==> config.mk <==
export PLATFORM = sky130hd
export DESIGN_NAME = mac_tx_arbiter
export DESIGN_NICKNAME = d
export VERILOG_FILES = /design/src/rtl/mac_tx_arbiter_pkg.sv /design/src/rtl/rr_arbiter.sv /design/src/rtl/mac_tx_arbiter.sv
export SDC_FILE = /design/constraint.sdc
export NUM_CORES = 1
export LEC_CHECK = 0
export BUFFER_PORTS_ARGS = -buffer_cell sky130_fd_sc_hd__buf_4
export CAP_MARGIN = 5
export CELL_PAD_IN_SITES_DETAIL_PLACEMENT = 1
export CELL_PAD_IN_SITES_GLOBAL_PLACEMENT = 1
export CORE_ASPECT_RATIO = 1.2
export CORE_MARGIN = 2
export CORE_UTILIZATION = 37
export CTS_CLUSTER_DIAMETER = 120
export CTS_CLUSTER_SIZE = 8
export DETAILED_ROUTE_END_ITERATION = 8
export PLACE_DENSITY = 0.8
export SYNTH_ARGS = -nofsm -noshare
export SYNTH_HDL_FRONTEND = slang
export SYNTH_SLANG_ARGS = --single-unit
==> constraint.sdc <==
create_clock -name clk -period 3 [get_ports clk]
set_input_delay 0.75 -clock clk [delete_from_list [all_inputs] [get_ports clk]]
set_output_delay 0.75 -clock clk [all_outputs]
set_load 0.02 [all_outputs]
==> src/rtl/mac_tx_arbiter_pkg.sv <==
// Shared types and defaults for the MAC transmit arbiter: FSM state encoding
// and the default requester count / inter-frame gap.
`timescale 1ns/1ps
package mac_tx_arbiter_pkg;

    localparam int DEF_NUM_REQ    = 4;
    localparam int DEF_IFG_CYCLES = 12;

    typedef enum logic [1:0] {
        ST_IDLE = 2'd0,
        ST_XFER = 2'd1,
        ST_GAP  = 2'd2
    } state_e;

endpackage

==> src/rtl/rr_arbiter.sv <==
// Combinational round-robin selector: searches upward from last_grant+1
// (mod N) and returns the first requester found as one-hot and as an index.
`timescale 1ns/1ps
module rr_arbiter
    import mac_tx_arbiter_pkg::*;
#(
    parameter  int N  = DEF_NUM_REQ,
    localparam int IW = $clog2(N)
) (
    input  logic [N-1:0]  req_i,
    input  logic [IW-1:0] last_grant_i,
    output logic [N-1:0]  grant_o,
    output logic [IW-1:0] grant_idx_o
);

    // last_grant <= N-1 and offset <= N, so one conditional subtract is a full mod N.
    function automatic logic [IW-1:0] rr_index(input logic [IW-1:0] last, input int offset);
        int sum;
        sum = int'(last) + offset;
        if (sum >= N) sum = sum - N;
        return IW'(sum);
    endfunction

    logic          found;
    logic [IW-1:0] idx;

    // NOTE: every signal driven here gets a default first, so no path leaves one unassigned and no latch is inferred.
    always_comb begin
        grant_o     = '0;
        grant_idx_o = '0;
        found       = 1'b0;
        idx         = '0;
        for (int k = 1; k <= N; k++) begin
            idx = rr_index(last_grant_i, k);
            if (!found && req_i[idx]) begin
                found        = 1'b1;
                grant_o[idx] = 1'b1;
                grant_idx_o  = idx;
            end
        end
    end

endmodule

==> src/rtl/mac_tx_arbiter.sv <==
// Non-preemptive round-robin arbiter that multiplexes whole byte-stream
// frames from NUM_REQ requesters onto one MAC TX input, with an enforced IFG.
`timescale 1ns/1ps
module mac_tx_arbiter
    import mac_tx_arbiter_pkg::*;
#(
    parameter  int NUM_REQ    = DEF_NUM_REQ,
    parameter  int IFG_CYCLES = DEF_IFG_CYCLES,
    localparam int IW         = $clog2(NUM_REQ)
) (
    input  logic                    clk,
    input  logic                    rst_n,
    input  logic [NUM_REQ-1:0]      req_valid,
    output logic [NUM_REQ-1:0]      req_ready,
    input  logic [NUM_REQ-1:0][7:0] req_data,
    input  logic [NUM_REQ-1:0]      req_last,
    input  logic [NUM_REQ-1:0]      req_enable,
    output logic                    m_valid,
    input  logic                    m_ready,
    output logic [7:0]              m_data,
    output logic                    m_last,
    output logic                    grant_valid,
    output logic [IW-1:0]           grant_id,
    output logic [15:0]             frames_sent
);

    localparam logic [7:0]    IFG_LOAD   = 8'(IFG_CYCLES);
    localparam logic [IW-1:0] LAST_RESET = IW'(NUM_REQ - 1);

    state_e        state_q, state_d;
    logic [IW-1:0] last_grant_q, last_grant_d;
    logic [IW-1:0] grant_id_q, grant_id_d;
    logic [7:0]    gap_q, gap_d;
    logic [15:0]   frames_q, frames_d;

    logic [NUM_REQ-1:0] eligible;
    logic [NUM_REQ-1:0] arb_oh;
    logic [IW-1:0]      arb_idx;
    logic               xfer_last;

    assign eligible = req_valid & req_enable;

    rr_arbiter #(.N(NUM_REQ)) u_rr (
        .req_i        (eligible),
        .last_grant_i (last_grant_q),
        .grant_o      (arb_oh),
        .grant_idx_o  (arb_idx)
    );

    // NOTE: clocked state uses non-blocking assignments so every flop samples pre-edge values.
    always_ff @(posedge clk or negedge rst_n) begin
        if (!rst_n) begin
            state_q      <= ST_IDLE;
            last_grant_q <= LAST_RESET;
            grant_id_q   <= '0;
            gap_q        <= '0;
            frames_q     <= '0;
        end else begin
            state_q      <= state_d;
            last_grant_q <= last_grant_d;
            grant_id_q   <= grant_id_d;
            gap_q        <= gap_d;
            frames_q     <= frames_d;
        end
    end

    assign xfer_last = (state_q == ST_XFER) && m_valid && m_ready && m_last;

    always_comb begin
        state_d      = state_q;
        last_grant_d = last_grant_q;
        grant_id_d   = grant_id_q;
        gap_d        = gap_q;
        frames_d     = frames_q;
        unique case (state_q)
            ST_IDLE: begin
                if (|arb_oh) begin
                    grant_id_d = arb_idx;
                    state_d    = ST_XFER;
                end
            end
            ST_XFER: begin
                // Only the final byte of the frame releases the grant.
                if (xfer_last) begin
                    last_grant_d = grant_id_q;
                    frames_d     = frames_q + 16'd1;
                    if (IFG_CYCLES > 0) begin
                        gap_d   = IFG_LOAD;
                        state_d = ST_GAP;
                    end else begin
                        state_d = ST_IDLE;
                    end
                end
            end
            ST_GAP: begin
                gap_d = gap_q - 8'd1;
                if (gap_q <= 8'd1) state_d = ST_IDLE;
            end
            default: state_d = ST_IDLE;
        endcase
    end

    always_comb begin
        m_valid     = 1'b0;
        m_data      = '0;
        m_last      = 1'b0;
        req_ready   = '0;
        grant_valid = 1'b0;
        if (state_q == ST_XFER) begin
            grant_valid           = 1'b1;
            m_valid               = req_valid[grant_id_q];
            m_data                = req_data[grant_id_q];
            m_last                = req_last[grant_id_q];
            req_ready[grant_id_q] = m_ready;
        end
    end

    assign grant_id    = grant_id_q;
    assign frames_sent = frames_q;

endmodule
After elaboration in Yosys (flattened, before gate mapping):

Index checks and enable logic that the tools add are counted.

* bits in registers: 30
* bits of input ports: 47
* word-level logic and storage cells: 111

* $add $sub $neg: 10
* magnitude comparators: 15
* equal/unequal tests: 5
* muxes and demuxes: 50
* bitwise gates (word level): 5
* reduce and logical (&&, ||, !) cells: 21

Operator list (count)
* $mux 8: 3
* $mux 2: 11
* $mux 4: 5
* $mux 1: 17
* $add 16x1->16 const B: 1
* $bmux 8 s2: 1
* $pmux 8 s2: 1
* $lt 2x3->1 const B: 5
* $bmux 1 s2: 6
* $or 4x4->4: 3
* $logic_and 1x1->1: 11
* $demux 1 s2: 5
* $ge 2x1->1 const B: 5
* $ge 3x3->1 const B: 3
* $and 4x4->4: 2
* $le 8x1->1 const B: 1
* $sub 2x1->2 const B: 4
* $sub 8x1->8 const B: 1
* $add 2x2->3 const B: 2
* $ne 2x2->1 const B: 3
* $pmux 2 s3: 1
* $reduce_and 2->1: 3
* $add 2x3->4 const B: 1
* $ge 4x3->1 const B: 1
* 8 further kinds: 10

Logic depth before layout (Yosys ltp):

* word-level depth: 18
* depth in mapped cells: 7
* depth with buffers taken out: 6

Hierarchy:

From an unflattened synthesis, not the netlist that was laid out.

* cells, all modules: 232
* area, all modules: 2304.7 µm²

By module, submodules not included
* mac_tx_arbiter: times used 1, cells an instance 173, area an instance 1814.2 µm², sequential area each 753.2 µm²
* rr_arbiter: times used 1, cells an instance 59, area an instance 490.5 µm², sequential area each 0.0 µm²

Worst setup path before layout:

Ideal clock, no wire load.

* kind: register to output
* from: register grant_id_q[0], in the netlist grant_id[0]
* to: output m_data[2]
* arrival time: 1.569 ns
* data required time: 2.250 ns
* slack: 0.681 ns
* cell stages (with the launch flop): 5
* buffers on the path: 2
* cell sequence: dfrtp_1 > buf_6 > buf_2 > mux4_2 > and2_1

* cells in the longest elaborated chain, start to end: 3

RTL lines
* start: declaration: line mac_tx_arbiter.sv:32 `logic [IW-1:0] grant_id_q, grant_id_d;`
* start signal: assignment: line mac_tx_arbiter.sv:61 `grant_id_q <= grant_id_d;`
* $bmux 8 s2: line mac_tx_arbiter.sv:112 `m_data = req_data[grant_id_q];`
* $mux 8 (not written as such): line mac_tx_arbiter.sv:112
* $mux 8: line mac_tx_arbiter.sv:109 `if (state_q == ST_XFER) begin`
* end: declaration: line mac_tx_arbiter.sv:20 `output logic [7:0] m_data,`

Every way passes these cells. The select of a mux whose other input is x is not followed.

Worst setup path in the final report:

* from: register grant_id_q[0], in the netlist grant_id[0]
* to: output m_last

* cells in the longest elaborated chain, start to end: 3

RTL lines
* $bmux 1 s2: line mac_tx_arbiter.sv:113 `m_last = req_last[grant_id_q];`
* $mux 1 (not written as such): line mac_tx_arbiter.sv:113
* $mux 1: line mac_tx_arbiter.sv:109
* end: declaration: line mac_tx_arbiter.sv:21 `output logic m_last,`

Every way passes these cells. The select of a mux whose other input is x is not followed.

==> results.md <==
* Routed WL per cell at 15.86 µm
* Syn. warnings at 0
* First-pass GRT wire length at 9225 µm
* Antenna Cells at 0
* Pins over their slew limit at 0
* Critical Path Start Type: register
* Period utilization at 87.37%
* Fin crit period at 2.621 ns
* Pwr dens at 806.6 nW/µm²
* Buf/Inv on CP at 1
* VDD IR max at 0.4455 mV
* Mean Syn Cell Area at 10.37 µm²
* Initial antenna violation count at 0
* Die area at 6309 µm²
* CTS max path bufs at 2
* Core region area at 5593 µm²
* Hold Path Class: in2async
* Pleak at 1.299 nW
* Crit Reg-Reg Endpoint: grant_id[0]
* PortBufs at 79
* I/O pin cnt at 80
* CTS Sinks at 30
* Total area of sequential cells at 754.5 µm²
* Post-Route WL at 5521 µm
* Core Rows at 30
* GPL Wtd Cong at 0.8168
* Multi-input gate area at 1282 µm²
* 1st-iter DRT viols at 81
* Worst path depth at 3
* Layout fillers at 655
* Vias per inst at 5.411
* Most common cell after layout, fill and taps aside: buf_4
* Crit-path slowest cell: dfrtp_2
* Post-DP HPWL at 4361 µm
* Count of cell types in the netlist at 53
* Post-synthesis cell count at 203
* # setup viols final at 0
* GR Util All Layers at 18.50%
* Fin nets at 341
* Htree depth at 2
* Post-cts hold buffer count at 0
* Clk_lat worst skew at 0.29 ns
* Cell family with most CP delay: flip-flops
* Worst Path Arrival at 1.87 ns
* Crit path to: m_last
* Crit path from: grant_id[0]
* Vias in the first global route at 1956
* Initial Utilization at 37.63%
* Setup Crit Path Kind: reg2out
* Post-route ant nets at 0
* Worst Path Required at 2.25 ns
* Clock Pin Slew Worst Setup and Hold Paths at 0.07 ns
* Die Height at 86.62 µm
* Max_cap viols at 0
* Sequential area share after synthesis at 35.79%
* Reg2reg path depth at 5
* Setup Skew at 0.008195 ns
* Grt total ovfl at 0
* Die W at 72.85 µm
* Syn nets at 261
* Total CTS buffers at 5
* RR Startpoint: last_grant_q[1]
* Layout cell share with drive strength beyond 1 at 40.49%
* Drt first pass iters at 4
* Yosys reg bits at 30
* Slew @ Worst Pin at 0.6534 ns
* Largest net degree at the start of global routing at 31
* RSZ-0062 raised after global routing: false
* CTS tree: done
* Worst rel slew slack at 55.89%
* CP Max Fanout at 16
* Critical-path cell list: mux4_2, and2_1, buf_4
* P&R area growth vs syn at 35.37%
* Status: finished clean
* R2R Setup Slk at 0.54 ns
* Most frequent cells in the layout: buf_4, dfrtp_1, nand2_1
* CP peak stage delay at 0.62 ns
* Worst setup EP type: output pin
* Vias at 1883
* DRC violations left at 0
* CTS Root Cell: clkbuf_8
* Setup TNS at 0 ns
* Fmax at 381.5 MHz
* Final Hold Viols at 0
* Mapped cell area at 2105 µm²
* Layout Utilization at 50.94%
## cells by family (layout without fill, tap and decap cells)
kind of cell    count (synthesis)  after routing  share of synthesized area, %
flops                          30             30                         35.79
mux                            14             14                         13.32
fa+ha+maj                      11             11                         6.540
simple gates                   83             83                         21.46
compound gates                 35             35                         12.55
buf+inv                        13             94                         3.270
xor+xnor                       17             17                         7.075
## synth_stat cells, drive strengths merged
cell type / count / share of area, %
dfrtp: 28 / 33
nand2: 23 / 4.2
and2: 15 / 4.5
nor2: 12 / 2.3
o21ai: 12 / 2.9
ha: 11 / 6.5
mux4: 11 / 12
xnor2: 11 / 4.6
nand3: 10 / 2.4
nor3: 9 / 2.6
inv: 6 / 1.1
xor2: 6 / 2.5
a311oi: 4 / 1.7
buf: 4 / 1.7
a21oi: 3 / 0.71
clkbuf: 3 / 0.54
nand4: 3 / 1.6
a211oi: 2 / 0.95
a21o: 2 / 0.77
a221oi: 2 / 0.83
a222oi: 2 / 0.95
and4: 2 / 0.95
dfstp: 2 / 2.5
mux2: 2 / 1.1
o311ai: 2 / 0.83
o41ai: 2 / 1.2
a21bo: 1 / 0.48
and2b: 1 / 0.36
and3: 1 / 0.30
mux2i: 1 / 0.48
nand2b: 1 / 0.30
nor2b: 1 / 0.30
nor3b: 1 / 0.36
nor4: 1 / 0.30
o221a: 1 / 0.54
o221ai: 1 / 0.42
o31ai: 1 / 0.36
or2: 1 / 0.42
or3: 1 / 0.30
or4: 1 / 0.36
## repair_timing
item	in CTS	in global routing
endpoints found under the setup margin	0	1
buffers inserted	0	0
resized for setup	0	1
## power breakdown
part | switching, mW | total (mW) | leakage [nW] | internal [mW]
registers | 0.191 | 0.700 | 0.389 | 0.509
clock network | 0.160 | 0.404 | 0.0579 | 0.244
logic | 0.611 | 1.19 | 0.853 | 0.583
## worst reg2reg max path, cell delays in order, from the launching register on
cell	delay, ns
dfstp_2	0.66
inv_1	0.17
ha_1	0.36
o311ai_0	0.62
a211oi_2	0.19
mux2_1	0.34
## metrics by stage
step	cell area [µm²]	instances	setup slack [ns]	hold WS [ns]	power (mW)
floorplan	2105	203	0.6811	0.4493	1.497
global placement	2739	340	0.4591	0.4625	1.877
detailed placement	2739	340	0.4354	0.4710	1.916
CTS	2848	348	0.1148	0.3875	2.328
global route	2849	348	0.2736	0.3937	2.469
finish	2849	348	0.3789	0.3806	2.298
## per-layer routing
| metal | part of all wire (%) | vias to the layer above | track usage [%] | wire, µm |
|---|---|---|---|---|
| met5 | 0 | - | 0 | 0 |
| met4 | 1.6 | 0 | 4.714 | 86 |
| met3 | 4.6 | 11 | 3.953 | 252 |
| met2 | 53 | 47 | 33.22 | 2912 |
| met1 | 41 | 920 | 22.21 | 2270 |
| li1 | - | 905 | - | - |
## area by class of cell
class,instances,share of cell area (%)
flip-flops and latches,30,26.48
inverters,6,0.7905
clock inverters,3,1.405
repair buffers,80,21.08
clock buffers,5,2.415
well taps,64,2.811
multi-input cells,160,45.02
## how the worst min path moves through the flow
stage                                from               to  slack (ns)  depth (start not counted)
final                               rst_n   frames_sent[3]        0.38                          1
after global routing                rst_n   frames_sent[3]        0.39                          1
after detailed placement  frames_sent[15]  frames_sent[15]        0.47                          1
after floorplan                     rst_n   frames_sent[0]        0.45                          0
after CTS                           rst_n   frames_sent[3]        0.39                          1
after global placement    frames_sent[15]  frames_sent[15]        0.46                          1
## state kept, by name, summed over array words and instances, names as in the netlist
| name | cells |
|---|---|
| frames_sent | 16 |
| gap_q | 8 |
| grant_id | 2 |
| last_grant_q | 2 |
| state_q | 2 |
Note: power is estimated with default switching activity, not from simulation.
